--- config.mk ---
export PLATFORM = sky130hd
export DESIGN_NAME = bmem_arbiter
export DESIGN_NICKNAME = d
export VERILOG_FILES = /design/src/rtl/bmem_arbiter.sv
export SDC_FILE = /design/constraint.sdc
export NUM_CORES = 1
export LEC_CHECK = 0
export BUFFER_PORTS_ARGS = -buffer_cell sky130_fd_sc_hd__buf_4
export CAP_MARGIN = 5
export CORE_ASPECT_RATIO = 1.5
export CORE_UTILIZATION = 48
export DETAILED_ROUTE_END_ITERATION = 6
export GPL_ROUTABILITY_DRIVEN = 0
export PLACE_DENSITY = 0.9
export SLEW_MARGIN = 20
export SYNTH_ARGS = -nofsm -noshare
export SYNTH_HDL_FRONTEND = slang
export SYNTH_SLANG_ARGS = --single-unit
--- constraint.sdc ---
create_clock -name clk -period 4.2 [get_ports clk]
set_input_delay 0.42 -clock clk [delete_from_list [all_inputs] [get_ports clk]]
set_output_delay 0.42 -clock clk [all_outputs]
set_load 0.05 [all_outputs]
--- src/rtl/bmem_arbiter.sv ---
// Boot-memory read-port arbiter: shares one registered-latency read port
// between instruction fetch (I) and the data bus (D). D has priority. A
// requester is never re-granted in its own ack cycle, which makes the two
// requesters alternate. D writes are answered with an error ack, and an I
// fetch can be cancelled while it is in flight.
//
// Handshake: a requester raises req with a stable address (and we for D)
// and keeps them until its one-cycle ack; the arbiter samples the address
// and type only in the grant cycle. fsm_state exposes the FSM for debug.
module bmem_arbiter #(
    parameter int                ADDR_W  = 32,
    parameter int                DATA_W  = 32,
    parameter int                MEM_LAT = 1,
    parameter logic [DATA_W-1:0] NOP_VAL = 32'h00000013
) (
    input  logic              clk,
    input  logic              rst_n,
    input  logic              i_req_i,
    input  logic [ADDR_W-1:0] i_addr_i,
    input  logic              i_kill_i,
    output logic              i_ack_o,
    output logic [DATA_W-1:0] i_rdata_o,
    input  logic              d_req_i,
    input  logic              d_sel_i,
    input  logic              d_we_i,
    input  logic [ADDR_W-1:0] d_addr_i,
    output logic              d_ack_o,
    output logic              d_err_o,
    output logic [DATA_W-1:0] d_rdata_o,
    output logic              mem_req_o,
    output logic [ADDR_W-1:0] mem_addr_o,
    input  logic [DATA_W-1:0] mem_rdata_i,
    output logic [1:0]        fsm_state
);

    typedef enum logic [1:0] {
        ST_IDLE = 2'd0,
        ST_WAIT = 2'd1,
        ST_RESP = 2'd2
    } state_t;

    state_t            state;
    logic              owner_d;   // 1: current access belongs to D, 0: to I
    logic              kill_q;
    logic [2:0]        cnt;
    logic [ADDR_W-1:0] addr_q;

    logic arb_phase;
    logic i_elig;
    logic d_elig;
    logic grant_i;
    logic grant_d;

    assign fsm_state = state;

    // Arbitration and combinational memory strobe/address for the grant cycle.
    // Exclusion uses the registered ack itself: in RESP the owner's ack is
    // high, except after a killed fetch, where no ack is given and I may be
    // granted again straight away.
    always_comb begin
        arb_phase  = (state == ST_IDLE) || (state == ST_RESP);
        i_elig     = i_req_i & ~i_ack_o;
        d_elig     = d_req_i & d_sel_i & ~d_ack_o;
        grant_d    = arb_phase & d_elig;
        grant_i    = arb_phase & i_elig & ~d_elig;
        mem_req_o  = grant_i | (grant_d & ~d_we_i);
        mem_addr_o = addr_q;
        if (grant_d) begin
            mem_addr_o = d_addr_i;
        end else if (grant_i) begin
            mem_addr_o = i_addr_i;
        end
    end

    // Access sequencer: grant -> wait MEM_LAT cycles -> one-cycle registered ack.
    always_ff @(posedge clk or negedge rst_n) begin
        if (!rst_n) begin
            state     <= ST_IDLE;
            owner_d   <= 1'b0;
            kill_q    <= 1'b0;
            cnt       <= 3'd0;
            addr_q    <= '0;
            i_ack_o   <= 1'b0;
            i_rdata_o <= NOP_VAL;
            d_ack_o   <= 1'b0;
            d_err_o   <= 1'b0;
            d_rdata_o <= '0;
        end else begin
            i_ack_o <= 1'b0;
            d_ack_o <= 1'b0;
            d_err_o <= 1'b0;
            case (state)
                ST_IDLE, ST_RESP: begin
                    if (grant_d && d_we_i) begin
                        // Boot memory is read-only: answer next cycle with an error.
                        owner_d   <= 1'b1;
                        kill_q    <= 1'b0;
                        d_ack_o   <= 1'b1;
                        d_err_o   <= 1'b1;
                        d_rdata_o <= '0;
                        state     <= ST_RESP;
                    end else if (mem_req_o) begin
                        owner_d <= grant_d;
                        addr_q  <= mem_addr_o;
                        cnt     <= 3'(MEM_LAT);
                        kill_q  <= grant_i & i_kill_i;
                        state   <= ST_WAIT;
                    end else begin
                        state <= ST_IDLE;
                    end
                end
                ST_WAIT: begin
                    cnt <= cnt - 3'd1;
                    if (!owner_d && i_kill_i) begin
                        kill_q <= 1'b1;
                    end
                    if (cnt == 3'd1) begin
                        // Memory data is valid now; a killed fetch still runs
                        // to completion but is silently dropped.
                        state  <= ST_RESP;
                        kill_q <= 1'b0;
                        if (owner_d) begin
                            d_ack_o   <= 1'b1;
                            d_rdata_o <= mem_rdata_i;
                        end else if (!(kill_q || i_kill_i)) begin
                            i_ack_o   <= 1'b1;
                            i_rdata_o <= mem_rdata_i;
                        end
                    end
                end
                default: state <= ST_IDLE;
            endcase
        end
    end

endmodule
; Yosys cells after proc, flatten, opt, wreduce, memory -nomap -nowiden
; Cells that the tools add are included.
[word_totals]
in_bits = 103
out_inout_bits = 102
wordCells = 81
register_bits = 106
[classes]
n_addsub = 1
reduce_logical = 15
n_eq_ne = 10
n_mux = 29
bitwise_logic = 16
[ops]
columns = cell, n
row1 = $mux W32, 5
row2 = $pmux W32 S2, 1
row3 = $mux W1, 15
row4 = $ne A2 B2 Y1 const B, 5
row5 = $reduce_and A3 Y1, 3
row6 = $and A1 B1 Y1, 8
row7 = $reduce_and A4 Y1, 2
row8 = $not A1 Y1, 7
row9 = $mux W3, 2
row10 = $ne A3 B3 Y1 const B, 2
row11 = $pmux W3 S2, 1
row12 = $mux W2, 2
row13 = $pmux W1 S2, 2
row14 = $pmux W2 S2, 1
row15 = $reduce_bool A2 Y1, 2
row16 = $eq A3 B1 Y1 const B, 1
row17 = $sub A3 B1 Y3 const B, 1
row18 = $eq A2 B1 Y1 const B, 1
row19 = $eq A2 B2 Y1 const B, 1
row20 = $logic_and A1 B1 Y1, 2
row21 = $logic_not A2 Y1, 1
row22 = $logic_or A1 B1 Y1, 2
row23 = $reduce_and A2 Y1, 1
row24 = $reduce_or A2 Y1, 1
row25 = other kinds (2), 2

; Longest topological paths before layout
; Gate-level depths: netlist of the first run.
[logic_depth]
depth_word = 8
ltp_mapped = 8
ltp_nobuf = 6

; Least setup slack after synthesis of the first run
; No wires, ideal clock.
[synth_timing]
kind = flip-flop to output port
start = reg state[0], in the netlist fsm_state[0]
end = out mem_addr_o[10]
required_ps = 3780
path_stages_with_launch = 7
arrival_ps = 2021
setup_slack_ps = 1759
cell_sequence = dfrtp_1 -> and4bb_1 -> buf_2 -> nor2_1 -> clkbuf_1 -> a222oi_1 -> inv_1
[synth_via]
elab_chain_cells = 6
[synth_lines]
columns = element, line_no
row1 = start: declaration, 42  ; state_t state;
row2 = start signal: assignment, 78  ; state <= ST_IDLE;
row3 = start signal: assignment, 101  ; state <= ST_RESP;
row4 = start signal: assignment, 107  ; state <= ST_WAIT;
row5 = $eq A2 B2 Y1 / $logic_not A2 Y1 (equally long branches), 61  ; arb_phase = (state == ST_IDLE) || (state == ST_RESP);
row6 = $logic_or A1 B1 Y1 (*), 61
row7 = $and A1 B1 Y1 (2 in a row), 65  ; grant_i = arb_phase & i_elig & ~d_elig;
row8 = $mux W32, 70  ; end else if (grant_i) begin
row9 = $mux W32 (*), 68  ; if (grant_d) begin
row10 = end: declaration, 31  ; output logic [ADDR_W-1:0] mem_addr_o,
; Every way passes the cells marked *; elsewhere a longest branch is shown, timed or not.

; Final worst setup path of the first run
[layout_timing]
start = reg state[0], in the netlist fsm_state[0]
end = out mem_addr_o[16]
; Same word-level chain as after synthesis.

==> results of run 1 <==
routing by layer:
metal  vias to the layer above  global-route usage  wire [um]
met5                         -                   0          0
met4                         0              0.0698        123
met3                         8              0.0550       1270
met2                       268               0.406       6280
met1                      2020               0.290       4830
li1                       1847                   -          -
placed cells by master (no fill, tap or decap), types with 2 or more instances in the layout:
master,instances
buf_4,210
dfrtp_1,103
nand2_1,71
inv_1,39
a222oi_1,32
a22oi_1,32
a22o_1,32
mux2_4,29
clkbuf_16,9
o21ai_0,5
mux2_2,4
clkbuf_1,3
dfstp_2,3
and2_1,2
nor2_2,2
and2b_2,2
or2b_1,2
xnor2_1,2
ha_1,2
bufinv_16,2
worst max-delay path: cells and delay by family (launching register included):
family	cells	cell delay, ns
and+or+nand+nor	2	1.41
buffers and inverters	2	0.29
DFF	1	0.46
AOI/OAI and AO/OA	1	0.31
logic make-up (layout without fill, tap and decap cells):
logic type               after synthesis  count (layout)
flip-flops                           106             106
AO/OA/AOI/OAI                        105             105
AND/OR/NAND/NOR                       87              87
buffers and inverters                 71             265
multiplexers                          34              34
adder cells (fa/ha/maj)                2               2
XOR/XNOR                               2               2
power by group through the flow:
stage	clock (mW)	combinational, mW	sequential (mW)
floorplan	0	1.70	2.84
global placement	0	3.79	1.80
CTS	0.894	3.88	1.81
global route	0.936	4.06	1.87
finish	0.875	3.87	1.82
detailed placement	0	3.88	1.81
state kept, by name, summed over array words and instances, names as in the netlist:
signal,flops
i_rdata_o,32
d_err_o,1
addr_q,32
cnt,3
d_ack_o,1
fsm_state,2
i_ack_o,1
kill_q,1
owner_d,1
d_rdata_o,32
cell usage after synthesis:
cell,n
and4bb_1,1
a21oi_1,1
dfrtp_1,103
mux2_4,29
nor2_2,1
nand3b_1,1
and2b_2,2
nor2_1,1
or2b_1,2
o21bai_1,1
xnor2_1,2
nor3b_1,1
a22oi_1,32
dfstp_2,3
nor2b_1,1
o21ai_0,5
a22o_1,32
o2bb2ai_1,1
buf_6,1
and3_1,1
ha_1,2
mux2i_1,1
or4_4,1
buf_1,2
mux2_2,4
a222oi_1,32
buf_2,8
a22oi_2,1
nand2_1,71
inv_1,39
clkbuf_1,18
buf_12,3
nand2b_1,1
and2_1,3
worst max path at each step:
stage	from	endpoint	slack, ns
finish	fsm_state[0]	mem_addr_o[16]	0.95
global route	fsm_state[0]	mem_addr_o[19]	0.76
CTS	fsm_state[0]	mem_addr_o[16]	0.98
detailed placement	i_req_i	mem_addr_o[16]	1.33
global placement	i_req_i	mem_addr_o[31]	1.45
floorplan	fsm_state[0]	mem_addr_o[10]	1.76
layout make-up:
class | count | area [sq um]
inverters | 39 | 146
well taps | 115 | 144
multi-input cells | 230 | 1820
flip-flops and latches | 106 | 2660
clock inverters | 3 | 65.1
clock buffers | 13 | 250
fillers | 683 | 3030
repair buffers | 210 | 1580
through the flow:
| step | total power [mW] | worst slack, ns |
|---|---|---|
| 6_report | 6.57 | 0.950 |
| 5_1_grt | 6.86 | 0.762 |
| 4_1_cts | 6.59 | 0.980 |
| 3_5_place_dp | 5.69 | 1.33 |
| 3_3_place_gp | 5.59 | 1.45 |
| 2_1_floorplan | 4.54 | 1.76 |
==> results.md, run 1 <==
* Vias/cell at 5.79
* Clock transition at path regs at 0.07 ns
* Worst VDD drop at ~0.66 mV
* Psw at ~3.2 mW
* Final setup TNS at 0 ns
* Sw Share at 0.489
* Grt ovf at 0
* Final ANT Viol Nets at 0
* Placed insts at 700
* Synth Area in Simple Gates at 0.0802
* Synth unique cells at 34
* Compound-gate portion of the synthesized area at 0.187
* LEAKAGE at about 3.7 nW
* HP Class: input pin to async pin
* Cell Area, Placed at about 6300 sq um
* CTS max path bufs at 2
* GRT Total Usage at 0.234
* Layout cells sized above 1 at 0.443
* Hold slack at between 0.2 and 0.25 ns
* Post-CTS Hold Buffers at 0
* Mux cell area share after synthesis at 0.102
* CP Class: flop to primary output
* Total number of yosys warnings at 0
* Final core utilization at 0.687
* Core Rows at 44
* Final Slew Violations at 0
* DRC viols at 8
* Root Buffer: clkbuf_16
* Initial antenna violation count at 0
* Slowest cell on crit path: and2_2
* CORE AREA at 9690 sq um
* Yosys top cell area share at 0.536
* Synth Area in Adders at 0.00521
* Post-Synth XOR/XNOR Area at 0.00364
* Failing checks: DRC
* Area Growth Syn to Fin at 38.5%
* Port Buffers at 204
* Top cells by area, synth: dfrtp_1, mux2_4, a222oi_1
* Fmax at 308 MHz
* R2R Path End: addr_q[27]
* Drt total wl at 12500 um
* Fin cells at 716
* FF+latch count, synth at 106
* Setup crit start kind: flop
* Post-route cell area at 6660 sq um
* 1st-iter DRT viols at ~450
* TritonCTS clock tree: built
* Nets at 701
* Post-cts resize count at 0
* Maxcap violations at 0
* Latest clock arrival within the worst-skew pair at roughly 0.33 ns
* Total number of vias at about 4100
* N_diodes at 0
* Largest net degree at the start of global routing at 76
* Cts bufs inserted at 9
* Initial core utilization at 0.496
* Worst Skew at 0.0100 ns
* Post-Syn Area per Cell at 11.8 sq um
* Seq/Total Area, Yosys at 0.553
* Crit Path Max Fanout at 66
* First-pass GRT wire length at 19800 um
* Die W at around 84 um
* Clock power share at 0.133
* RSZ-0062 raised after global routing: false
* Mapped Cells at between 400 and 500
* Die Area at between 10000 and 15000 sq um
* Ports at 205
* Detailed Routing Iterations Pass 1 at 7
* Internal at between 3 and 4 mW
* Post-detail-place hpwl at 9120 um
* Final setup fails at 0
* Post-DR wirelength/cell at 17.5 um
* Critical Path RT at around 3.8 ns
* Critical R2R Launch: fsm_state[0]
* Crit end category: primary output
* CP arrival at ~2.8 ns
* Worst-case reg-to-reg path depth at 5
* Syn Nets at between 500 and 600
* PwrDens at 986 nW/um^2
* Vias in the first global route at between 4000 and 5000
* Final-report hold violation count at 0
* Min Tclk post-route at 3.25 ns
* Synth Cell Area at 4810 sq um
* Clock tree sinks at 106
* Largest family of logic cells by synthesized area: compound AO/OA/AOI/OAI gates
* Seq pwr share at 0.277
* Combinational cell fraction of total power at 0.590
* Leading area contributor after synthesis: dfrtp_1
* H-Tree Depth at 3
* Critical Path, Cell by Cell: nor3b_1, and2_2, a222oi_1, inv_1, buf_4
* Reg2Reg Setup Slack at 1.76 ns
* Die span in y at 125 um
* Worst-Margin Slew at roughly 1.1 ns
* Setup Buffers After CTS at 0
* Run status: complete, but fails checks
* Slowest stage delay, CP at 0.95 ns
* Slew headroom at 0.255
* Final Cycle Share at 0.774
Power figures use the tool's default switching activity.
==> run 2, diff against run 1 <==
- ABC_AREA: unset -> 1
- CORE_UTILIZATION: 48 -> 44
- PLACE_DENSITY: 0.9 -> 0.87
- clock period: 4.2 -> 2.75 ns (I/O delays scaled with it)
==> run 2 against run 1 <==
Compared with the run above: the run now ends clean; register-to-register slack worse by 1.0 ns; synthesized cell count is 68% higher; combinational power grew 51%; sequential power up 47%; first-iteration DRC count is 46% lower; clock-buffer cell count shrank 4; synthesized area grew 6.6%; critical path type unchanged; critical endpoint is now mem_addr_o[22]; largest power group unchanged.
==> results.md, run 2 <==
* Yosys top cell area share at 0.503 (-0.0334)
* Run status: completed
* EDFF count, synth at 0 (unchanged)
* H-Tree Depth at 3 (unchanged)
* Fmax at ~440 MHz
* Maxcap violations at 0 (unchanged)
* Psw at 5.23 mW (+63%)
* Total number of yosys warnings at 0 (unchanged)
* Critical Path RT at 2.48 ns (-1.30 ns)
* Synth Cell Area at 5130 sq um (+6.6%)
* Clock transition at path regs at 0.08 ns (about the same)
* Ports at 205 (unchanged)
* CP Class: flop to primary output
* Cts bufs inserted at 9 (unchanged)
* Most common cell in the synthesized netlist: nand2_1
* Internal at 4.65 mW (+39%)
* GRT Total Usage at 0.233 (-0.00147)
* Commonest non-fill, non-tap cells in the layout: nand2_1, buf_4, dfrtp_1, nand3_1, inv_1
* Combinational cell fraction of total power at 0.591 (about the same)
* Post-cts resize count at 0 (unchanged)
* RSZ-0062 raised after global routing: false
* Total number of vias at 5008 (+21%)
* Final setup fails at 0 (unchanged)
* CORE AREA at 11200 sq um (+15%)
* Largest net degree at the start of global routing at 59 (-22%)
* Die W at 90.1 um (+7.7%)
* Final-report hold violation count at 0 (unchanged)
* Seq pwr share at 0.270 (-0.007)
* Most used DFF post-synth: dfrtp_1
* Sw Share at 0.529 (+0.0401)
* Root Buffer: clkbuf_16
* CTS max path bufs at 2 (unchanged)
* Slowest cell on crit path: dfrtp_1
* Post-DR wirelength/cell at 13.6 um (-22%)
* N_diodes at 0 (unchanged)
* Final ANT Viol Nets at 0 (unchanged)
* Crit Path Max Fanout at 34 (-48%)
* Min Tclk post-route at between 2 and 2.5 ns
* Layout cells sized above 1 at 0.280 (-0.163)
* Post-Syn Area per Cell at 7.48 sq um (-37%)
* Die Area at 12100 sq um (+16%)
* Synth unique cells at 21 (-38%)
* DRC viols at 0 (-8)
* Post-route cell area at 7060 sq um (+6.0%)
* Latest clock arrival within the worst-skew pair at 0.35 ns (+0.02 ns)
* Area Growth Syn to Fin at 37.7%
* 1st-iter DRT viols at 245 (-46%)
* Top cells by area, synth: dfrtp_1, nand2_1, nand3_1
* Detailed Routing Iterations Pass 1 at 4 (-3)
* Filler cell count at 993 (+45%)
* Crit end category: primary output
* TritonCTS clock tree: built
* Slowest stage delay, CP at 0.46 ns (-0.49 ns)
* Worst VDD drop at 0.814 mV (+23%)
* Total power at 9.88 mW (+50%)
* First-pass GRT wire length at 22500 um (+14%)
* Clock power share at 0.138 (+0.005)
* Final Slew Violations at 0 (unchanged)
* Core Rows at 47 (+6.8%)
* Setup crit start kind: flop
* Critical Path, Cell by Cell: inv_2, nand2_2, nand3_1, nand2_1, buf_4
* Vias in the first global route at 4727 (+12%)
* Initial core utilization at 0.459 (-0.0373)
* Grt ovf at 0 (unchanged)
* Synth cell count leaders: nand2_1, dfrtp_1, nand3_1
* Reg2Reg Setup Slack at 0.74 ns (-1.02 ns)
* CP arrival at 1.99 ns (-0.84 ns)
* FF+latch count, synth at 106 (unchanged)
* Vias/cell at 4.90 (-15%)
* Leading area contributor after synthesis: dfrtp_1
* Die span in y at 134 um (+7.7%)
* Synth async-reset ratio at 1.00 (unchanged)
* Cell Area, Placed at 6730 sq um (+6.0%)
* Biggest regs: addr_q (32), d_rdata_o (32), i_rdata_o (32)
* Drt total wl at 13900 um (+11%)
* PwrDens at 1400 nW/um^2 (+42%)
* Final setup TNS at 0 ns (unchanged)
* Initial antenna violation count at 0 (unchanged)
* Worst Skew at 0.0133 ns (+0.00325 ns)
* Worst-Margin Slew at 0.667 ns (-0.451 ns)
* HP Class: input pin to flop
* Mapped Cells at 685 (+68%)
* Final Cycle Share at 0.825
* Post-detail-place hpwl at 9710 um (+6.4%)
* Slew headroom at 0.555 (+0.300)
* LEAKAGE at 3.96 nW (+7.9%)
* Seq/Total Area, Yosys at 0.518 (-0.0344)
* Port Buffers at 204 (unchanged)
* Hold slack at 0.122 ns (-0.0868 ns)
* Commonest non-fill, non-tap cell in the layout: nand2_1
* Nets at 975 (+39%)
* Clock tree sinks at 106 (unchanged)
* Syn Nets at 790 (+54%)
==> run 2: changes by cell type in the layout (fill, tap and decap cells not counted), sizes merged, moves of 10 or more <==
cell,before,now
mux2,33,0
a22o,32,0
a22oi,33,0
nor2,2,37
a222oi,32,0
nand2,71,309
nand3,0,103
inv,39,49
a21oi,1,33
==> run 2: cells by family (layout without fill, tap and decap cells) <==
| kind of cell | Yosys count | after routing | share of synthesized area |
|---|---|---|---|
| adder cells (fa/ha/maj) | 2 | 2 | 0.00488 |
| buffers and inverters | 86 | 276 | 0.0752 |
| AO/OA/AOI/OAI | 38 | 38 | 0.0371 |
| flip-flops | 106 | 106 | 0.518 |
| AND/OR/NAND/NOR | 453 | 453 | 0.365 |
==> run 2: layer usage <==
metal  up-vias  part of all wire  track usage
met5         -                 0            0
met4         0             0.021       0.0780
met3        22             0.074       0.0720
met2       182              0.51        0.411
met1      2289              0.40        0.268
li1       2515                 -            -
==> run 2: area by class of cell <==
class                   instances  area (sq um)  area share
flip-flops and latches        106          2660       0.376
multi-input cells             493          2090       0.296
repair buffers                215          1640       0.233
clock buffers                   9           225      0.0319
well taps                     147           184      0.0261
inverters                      45           169      0.0239
clock inverters                 7          95.1      0.0135
==> run 2: worst paths after layout <==
path | start | end | depth (start not counted)
min reg2reg | i_rdata_o[4] | i_rdata_o[4] | 2
min in group asynchronous | rst_n | addr_q[1] | 2
max | fsm_state[0] | mem_addr_o[22] | 5
min | mem_rdata_i[23] | i_rdata_o[23] | 3
max reg2reg | d_ack_o | addr_q[22] | 7
max in group asynchronous | rst_n | i_rdata_o[4] | 3
==> run 2: what timing repair did <==
action,CTS,global route
endpoints found under the hold margin,48,0
setup buffers,0,0
hold buffers,1,0
==> run 2: power groups by stage <==
stage          Sequential [mW]  Combinational [mW]  Clock, mW
2_1_floorplan             4.25                2.55          0
3_3_place_gp              2.67                5.79          0
6_report                  2.67                5.84       1.37
5_1_grt                   2.76                6.23       1.46
4_1_cts                   2.67                5.89       1.40
3_5_place_dp              2.67                5.90          0
==> run 2: critical path, delay by kind of cell, from the launching register on <==
kind | cells | cell delay (ns)
buf+inv | 2 | 0.41
simple gates | 3 | 0.76
flops | 1 | 0.46
==> run 2: stage by stage <==
stage,utilization,worst slack (ns),cells
global placement,0.602,0.814,1005
floorplan,-,0.788,685
finish,0.632,0.481,1022
detailed placement,0.602,0.744,1005
global route,0.632,0.298,1022
CTS,0.632,0.447,1022
==> run 3, diff against run 2 <==
- ABC_AREA: 1 -> 0
- CORE_UTILIZATION: 44 -> 48
- PLACE_DENSITY: 0.87 -> 0.9
- clock period: 2.75 -> 2.2 ns (I/O delays scaled with it)
==> run 3 against run 2 <==
Compared with the run above: the run now ends with DRC, setup timing left; sequential share of layout area grew 0.30 points; cell count shrank 28%; core utilization grew 9.2 points; wire length grew 0.62%.
==> results.md, run 3 (synthesized netlist as in run 1, its figures left out) <==
* Clock tree sinks at 106 (unchanged)
* Commonest non-fill, non-tap cells in the layout: buf_4, dfrtp_1, nand2_1, inv_1, buf_6
* Root Buffer: clkbuf_16
* Post-DR wirelength/cell at 19.1 um (+40%)
* Maxcap violations at 0 (unchanged)
* Vias in the first global route at 4282 (-9.4%)
* Setup crit start kind: flop
* CP arrival at 2.01 ns (+0.02 ns)
* Post-detail-place hpwl at 9210 um (-5.2%)
* Final Slew Violations at 0 (unchanged)
* M1 GR Usage at 0.300 (+0.0316)
* Largest net degree at the start of global routing at 63 (+6.8%)
* Latest clock arrival within the worst-skew pair at 0.34 ns (about the same)
* Ports at 205 (unchanged)
* GRT busiest layer: met2
* M2 GR Usage at 0.433 (+0.0228)
* Worst-Margin Slew at 0.580 ns (-0.0872 ns)
* Biggest regs: addr_q (32), d_rdata_o (32), i_rdata_o (32)
* Hold slack at 0.106 ns (-0.0163 ns)
* Placed insts at 706 (-30%)
* Run status: complete, but fails checks
* Final Cycle Share at 1.01
* Die span in y at 125 um (-7.2%)
* Min Tclk post-route at 2.23 ns
* Grt ovf at 0 (unchanged)
* LEAKAGE at 3.82 nW (-3.6%)
* Fmax at about 450 MHz
* Final setup fails at 3 (+3)
* Crit Path Max Fanout at 14 (-59%)
* Total number of vias at 4314 (-14%)
* Drt total wl at 14000 um (+0.62%)
* First-pass GRT wire length at 21000 um (-6.9%)
* Vias/cell at 5.89 (+20%)
* DRC viols at 10 (+10)
* Failing checks: DRC, setup timing
* CTS max path bufs at 2 (unchanged)
* Port Buffers at 204 (unchanged)
* Final-report hold violation count at 0 (unchanged)
* Met3 global-route usage at 0.0643 (-0.00771)
* CORE AREA at 9690 sq um (-13%)
* Nets at 718 (-26%)
* Cts bufs inserted at 9 (unchanged)
* Slew headroom at 0.614 (+0.0581)
* 1st-iter DRT viols at 493 (+100%)
* Commonest non-fill, non-tap cell in the layout: buf_4
* Fin cells at 733 (-28%)
* Clock transition at path regs at 0.07 ns (about the same)
* Initial core utilization at 0.496 (+0.0373)
* CP Class: flop to primary output
* Detailed Routing Iterations Pass 1 at 7 (+3)
* N_diodes at 0 (unchanged)
* Critical Path RT at 1.98 ns (-0.50 ns)
* Worst setup margin at -0.0261 ns (-0.507 ns)
* Crit end category: primary output
* Layout cells sized above 1 at 0.468 (+0.188)
* GRT Total Usage at 0.253 (+0.0203)
* Core Rows at 44 (-6.4%)
* Initial antenna violation count at 0 (unchanged)
* TritonCTS clock tree: built
* Die Area at 10400 sq um (-14%)
* Worst VDD drop at 1.16 mV (+42%)
* Final ANT Viol Nets at 0 (unchanged)
* H-Tree Depth at 3 (unchanged)
* Worst Skew at 0.00518 ns (-0.00808 ns)
* RSZ-0062 raised after global routing: true
* HP Class: input pin to flop
* Area Growth Syn to Fin at 45.8%
* Die W at 83.7 um (-7.1%)
* Dpl ws at 0.169 ns (-0.575 ns)
* PwrDens at 1860 nW/um^2 (+33%)
[run 3: cell types whose count changed in the layout (fill, tap and decap cells not counted), sizes merged, moves of 32 or more]
cell and change:
nand2 -238, nand3 -103, nor2 -35, a22oi +33, mux2 +33, a21oi -32, a222oi +32, a22o +32
[run 3: path summary, 6_finish.rpt]
check | from | endpoint | slack [ns] | depth (start not counted)
setup / recovery | i_ack_o | mem_addr_o[18] | -0.03 | 7
hold / removal | mem_rdata_i[20] | d_rdata_o[20] | 0.11 | 2
setup reg to reg | fsm_state[0] | d_rdata_o[26] | 0.11 | 6
hold reg to reg | addr_q[14] | addr_q[14] | 0.47 | 2
max in group asynchronous | rst_n | i_rdata_o[0] | 1.00 | 3
min in group asynchronous | rst_n | addr_q[10] | 0.44 | 2
[run 3: critical path, stage by stage (launching register included)]
cell	delay, ns
dfrtp_2	0.43
nor3b_4	0.31
buf_6	0.14
and2_4	0.19
clkbuf_16	0.18
a222oi_1	0.11
inv_1	0.13
buf_6	0.17
[run 3: where the power goes]
group | internal, mW | switching (mW) | total, mW
logic | 2.88 | 5.09 | 7.98
registers | 2.89 | 0.586 | 3.48
clock network | 0.891 | 0.698 | 1.59
total | 6.67 | 6.37 | 13.0
[run 3: routing by layer]
metal,up-vias,wire [um],share of wire
li1,1888,-,-
met3,30,1540,0.11
met2,329,7110,0.51
met5,-,0,0
met4,0,297,0.021
met1,2067,5070,0.36
[run 3: what timing repair did]
item,4_1_cts,5_1_grt
resized for setup,13,27
pin swaps,7,5
hold buffers,1,0
hold endpoints to repair,44,0
buffers inserted,2,6
gates cloned,1,1
setup endpoints to repair,33,33
[run 3: through the flow]
stage	area (sq um)	setup TNS (ns)	power, mW	util
floorplan	4810	0	8.67	-
global placement	6420	0	10.7	0.663
detailed placement	6430	0	10.9	0.664
CTS	6840	0	12.7	0.706
global route	7010	-1.48	13.6	0.723
finish	7010	-0.0621	13.0	0.723
[run 3: area by class of cell]
class,instances,area (sq um)
tap,115,144
clock buffer,9,225
fill,602,2680
clock inverter,7,77.6
sequential,106,2660
timing repair buffer,227,1920
multi-input combinational,230,1840
inverter,39,146
